<file path="config.mk">
export PLATFORM = sky130hd
export DESIGN_NAME = bcd_seq
export DESIGN_NICKNAME = d
export VERILOG_FILES = /design/src/rtl/bcd_seq.sv
export SDC_FILE = /design/constraint.sdc
export NUM_CORES = 1
export LEC_CHECK = 0
export BUFFER_PORTS_ARGS = -buffer_cell sky130_fd_sc_hd__buf_4
export CAP_MARGIN = 25
export CORE_ASPECT_RATIO = 0.75
export CORE_MARGIN = 3
export CORE_UTILIZATION = 54
export CTS_CLUSTER_DIAMETER = 150
export DETAILED_ROUTE_END_ITERATION = 12
export GPL_ROUTABILITY_DRIVEN = 0
export MAX_ROUTING_LAYER = met4
export PLACE_DENSITY = 0.76
export SKIP_CTS_REPAIR_TIMING = 1
export SYNTH_ARGS = -nofsm -noshare
export SYNTH_HDL_FRONTEND = slang
export SYNTH_SLANG_ARGS = --single-unit
export TNS_END_PERCENT = 30
</file>
<file path="constraint.sdc">
create_clock -name clk -period 4.1 [get_ports clk]
set_clock_uncertainty 0.2 [all_clocks]
set_input_delay 0.82 -clock clk [delete_from_list [all_inputs] [get_ports clk]]
set_output_delay 0.82 -clock clk [all_outputs]
set_load 0.02 [all_outputs]
</file>
<file path="src/rtl/bcd_seq.sv">
// bcd_seq: sequential binary-to-BCD converter (double dabble, one shift per clock).
//
// Parameters:
//   IN_WIDTH - binary operand width, 2..32
//   DIGITS   - number of BCD output digits, 1..10 (may be fewer than needed;
//              overflow then reports the lost high digits)
//
// Ports:
//   clk      - system clock, rising edge
//   rst      - synchronous active-high reset
//   start    - conversion request, only honoured while idle
//   in       - binary operand, captured on the accept cycle
//   busy     - conversion in progress (cycle after accept through the cycle
//              before done)
//   done     - one-cycle pulse when digits/overflow are refreshed
//   digits   - packed BCD result, digit 0 (ones) in [3:0]; held between results
//   overflow - result did not fit in DIGITS digits
//   sign     - (only with BCD_SEQ_SIGNED_EN) result was negative
//
// Build option: define BCD_SEQ_SIGNED_EN to treat in as two's complement and
// add the sign output; the magnitude is converted.
//
// Outputs are registered, so busy/done/digits reflect the state one cycle
// later: busy stays high through the DONE state cycle and done is seen in
// the first IDLE cycle afterwards (IN_WIDTH+2 cycles from start to done).

module bcd_seq #(
  parameter int IN_WIDTH = 16,
  parameter int DIGITS   = 5
) (
  input  logic                  clk,
  input  logic                  rst,
  input  logic                  start,
  input  logic [IN_WIDTH-1:0]   in,
  output logic                  busy,
  output logic                  done,
  output logic [4*DIGITS-1:0]   digits,
  output logic                  overflow
`ifdef BCD_SEQ_SIGNED_EN
  ,
  output logic                  sign
`endif
);

  localparam int CW = $clog2(IN_WIDTH + 1);
  localparam int BW = 4 * DIGITS;

  typedef enum logic [1:0] {
    S_IDLE,
    S_SHIFT,
    S_DONE
  } state_t;

  state_t              state, state_n;
  logic [IN_WIDTH-1:0] bin, bin_n;
  logic [BW-1:0]       bcd_work, bcd_n;
  logic [BW-1:0]       bcd_adj;
  logic                ovf_acc, ovf_acc_n;
  logic [CW-1:0]       cnt, cnt_n;
  logic                busy_n, done_n, overflow_n;
  logic [BW-1:0]       digits_n;
  logic [IN_WIDTH-1:0] load_val;

`ifdef BCD_SEQ_SIGNED_EN
  logic sign_pend, sign_pend_n, sign_n;

  // Magnitude of a negative operand; the most negative value maps to
  // 2^(IN_WIDTH-1), which still fits as an unsigned IN_WIDTH-bit number.
  always_comb begin
    load_val = in;
    if (in[IN_WIDTH-1]) begin
      load_val = -in;
    end
  end
`else
  always_comb begin
    load_val = in;
  end
`endif

  // Add-3 correction for every working digit above 4 ahead of the shift.
  always_comb begin
    bcd_adj = bcd_work;
    for (int unsigned i = 0; i < DIGITS; i++) begin
      if (bcd_work[4*i +: 4] > 4'd4) begin
        bcd_adj[4*i +: 4] = bcd_work[4*i +: 4] + 4'd3;
      end
    end
  end

  always_comb begin
    state_n    = state;
    bin_n      = bin;
    bcd_n      = bcd_work;
    ovf_acc_n  = ovf_acc;
    cnt_n      = cnt;
    busy_n     = busy;
    done_n     = 1'b0;
    digits_n   = digits;
    overflow_n = overflow;
`ifdef BCD_SEQ_SIGNED_EN
    sign_pend_n = sign_pend;
    sign_n      = sign;
`endif

    unique case (state)
      S_IDLE: begin
        busy_n = 1'b0;
        if (start) begin
          bin_n     = load_val;
          bcd_n     = '0;
          ovf_acc_n = 1'b0;
          cnt_n     = CW'(IN_WIDTH);
          busy_n    = 1'b1;
          state_n   = S_SHIFT;
`ifdef BCD_SEQ_SIGNED_EN
          sign_pend_n = in[IN_WIDTH-1];
`endif
        end
      end

      S_SHIFT: begin
        // Bits pushed out of the top digit are decimal weight beyond DIGITS.
        bcd_n     = {bcd_adj[BW-2:0], bin[IN_WIDTH-1]};
        bin_n     = {bin[IN_WIDTH-2:0], 1'b0};
        ovf_acc_n = ovf_acc | bcd_adj[BW-1];
        cnt_n     = cnt - CW'(1);
        if (cnt == CW'(1)) begin
          state_n = S_DONE;
        end
      end

      S_DONE: begin
        digits_n   = bcd_work;
        overflow_n = ovf_acc;
        done_n     = 1'b1;
        busy_n     = 1'b0;
        state_n    = S_IDLE;
`ifdef BCD_SEQ_SIGNED_EN
        sign_n = sign_pend;
`endif
      end

      default: begin
        busy_n  = 1'b0;
        state_n = S_IDLE;
      end
    endcase
  end

  always_ff @(posedge clk) begin
    if (rst) begin
      state    <= S_IDLE;
      bin      <= '0;
      bcd_work <= '0;
      ovf_acc  <= 1'b0;
      cnt      <= '0;
      busy     <= 1'b0;
      done     <= 1'b0;
      digits   <= '0;
      overflow <= 1'b0;
`ifdef BCD_SEQ_SIGNED_EN
      sign_pend <= 1'b0;
      sign      <= 1'b0;
`endif
    end else begin
      state    <= state_n;
      bin      <= bin_n;
      bcd_work <= bcd_n;
      ovf_acc  <= ovf_acc_n;
      cnt      <= cnt_n;
      busy     <= busy_n;
      done     <= done_n;
      digits   <= digits_n;
      overflow <= overflow_n;
`ifdef BCD_SEQ_SIGNED_EN
      sign_pend <= sign_pend_n;
      sign      <= sign_n;
`endif
    end
  end

endmodule

</file>
==> summary.txt <==
Layout
  – Multi-input gate area: 1420 µm²
  – Synthesis-to-finish area growth: 15.8%
  – Most common cell after layout, fill and taps aside: dfxtp_1
  – Sequential Area: 1340 µm²
  – Filler Cell Count: 457
  – Fraction of final layout cells sized beyond drive strength 1: 0.182
  – Final #Nets: 398
  – Final instance area: 3410 µm²
  – Ant diodes: 0
  – Most frequent cells in the layout: dfxtp_1, nand2_1, buf_4

Drt
  – DR DRC count: 0
  – DRT Pass-1 Iters: 4
  – DR vias: 2447
  – Per-cell routed wire length: 14.0 µm
  – DR iter-0 viols: 169
  – Antenna viol nets, final: 0
  – Vias/cell: 5.49
  – Detailed-route wire length: 6.23 mm

STA
  – Max_slew headroom: 0.328
  – Minimum clock period: 2.52 ns
  – RSZ-0062 raised after global routing: no
  – Hold_ws: 0.254 ns
  – Worst Tran Pin Value: 1.01 ns
  – Sum Neg Setup Slack: 0 ns
  – Max Freq: 0.397 GHz
  – Final setup violation count: 0
  – Fin crit share: 0.614
  – Final Hold Vio Count: 0
  – Post-route setup slack: 1.58 ns
  – Fin. max-slew vios: 0

Floorplanning
  – Die area: 6390 µm²
  – Row count: 22
  – Die width: 91.3 µm
  – IO Pins: 42
  – Core Area: 5060 µm²
  – Initial Utilization: 0.582
  – Die Y: 70.0 µm

Yosys
  – Seq cells post-synth: 67
  – Mapped Area: 2950 µm²
  – Post-synth top flop: dfxtp_1
  – Number of flops mapped to enable cells by yosys: 0
  – Post-Synthesis Cells: 340
  – Synth Net Count: 366
  – Area share of the largest cell type after synthesis: 0.455
  – Ranking of synthesized cells by area: dfxtp_1, nand2_1, a21oi_1
  – Synth warnings: 0
  – Distinct cells, synth: 36
  – Avg Cell Area, Syn: 8.67 µm²
  – Post-synthesis sequential area ratio: 0.455
  – Ys async rst share: 0
  – Synth area leader: dfxtp_1

Flow run
  – # Max-Cap Violations: 0

GRT
  – Largest net degree at the start of global routing: 46
  – M2 GR Usage: 0.322
  – First-pass GRT wire length: 11.1 mm
  – Met1 usage: 0.296
  – Number of global-route vias before repair: 2387
  – Busiest grt layer: met2
  – Initial antenna violation count: 0
  – Met3 usage: 0.0807
  – GRT Overall Usage: 0.222
  – Congestion Overflow GR: 0

Clock tree
  – Clk sink count: 67
  – Clk Latency, worst-skew pair: 0.34 ns
  – Register clock-pin slew on the reported worst setup and hold paths: 0.06 ns
  – Max Buffers Root-to-Sink: 2
  – TritonCTS clock tree: built
  – H-tree depth: 3
  – CTS Buf Count: 9
  – CTS Root Buffer Type: clkbuf_8

Power and ir drop
  – Pwr/cell area: 377 nW/µm²
  – Tot Pwr: 0.00129 W
  – Leakage: 1.36 nW
  – Worst VDD drop: 0.227 mV

Setup path
  – Critical Path AT: 2.60 ns
  – Crit path kind: flip-flop to flip-flop
  – Crit Path Max Fanout: 26
  – Setup crit start kind: flip-flop
  – Worst EP required: 4.18 ns
  – Crit. End Element: flip-flop

Place
  – DP HPWL: 4.08 mm
  – Placed inst area: 3260 µm²
  – Pre-CTS setup slack: 1.45 ns
  – # port buffers: 41

Outcome
  – Status: completed

Hold path
  – Hold Path Class: flip-flop to flip-flop
==> where the power goes <==
part	leakage, nW	internal [W]	switching [W]	total (W)
Combinational	0.731	0.0000605	0.0000718	0.000132
Clock	0.0799	0.000223	0.000222	0.000445
Sequential	0.544	0.000679	0.0000316	0.000710
Total	1.36	0.000962	0.000326	0.00129
==> path summary, 6_finish.rpt <==
kind / cells past startpoint / to / slack [ns] / start
max: 3 / bin[9] / 1.58 / state[1]
min: 2 / digits[0] / 0.25 / digits[0]
max reg2reg: 3 / bin[9] / 1.58 / state[1]
min reg2reg: 2 / digits[0] / 0.25 / digits[0]
==> stage by stage <==
step | utilization | instances
floorplan | - | 340
global placement | 0.642 | 432
detailed placement | 0.643 | 433
CTS | 0.674 | 446
global route | 0.674 | 446
finish | 0.674 | 446
==> flip-flops by register name (all words and copies together), names as in the netlist <==
signal / count
bcd_work: 20
bin: 16
busy: 1
cnt: 5
digits: 20
done: 1
overflow: 1
ovf_acc: 1
state: 2
==> cells by family after synthesis <==
family                     after synthesis  share of synthesized area
and+or+nand+nor                        108                      0.170
adders and majority gates                7                     0.0297
AOI/OAI and AO/OA                      109                      0.265
buffers and inverters                   44                     0.0628
muxes                                    5                     0.0170
DFF                                     67                      0.455
==> layout make-up <==
class / instances / area share
inverter: 21 / 0.0231
sequential: 67 / 0.393
clock buffer: 10 / 0.0403
timing repair buffer: 44 / 0.0960
clock inverter: 3 / 0.00513
multi-input combinational: 229 / 0.416
tap: 72 / 0.0264
==> Yosys cell counts, types with 2 or more instances <==
cell type / count
mux2i_1: 5
a221o_1: 4
or4_1: 2
or3_1: 10
nand2_1: 52
o2bb2ai_1: 4
a32o_1: 15
nor2b_1: 8
ha_1: 7
buf_2: 10
o221a_2: 7
o32ai_1: 5
o21ai_0: 20
clkbuf_1: 10
and2_1: 3
nor4b_1: 2
inv_1: 21
nor2_1: 24
or3b_1: 2
buf_1: 2
a22o_1: 6
a21oi_1: 38
dfxtp_1: 67
nand2b_1: 2
o21bai_1: 3
==> worst max-delay path, stage by stage (launching register included) <==
cell and delay (ns):
dfxtp_1 0.86, o21ba_2 0.34, nor2_2 0.79, a221o_1 0.27
==> metal layers <==
metal / vias up / share of wire / routed length, µm
met3: 2 / 0.055 / 342
met1: 1124 / 0.50 / 3120
li1: 1269 / - / -
met2: 52 / 0.44 / 2750
met4: 0 / 0.0030 / 19
met5: - / 0 / 0
Note: power is estimated with default switching activity, not from simulation.
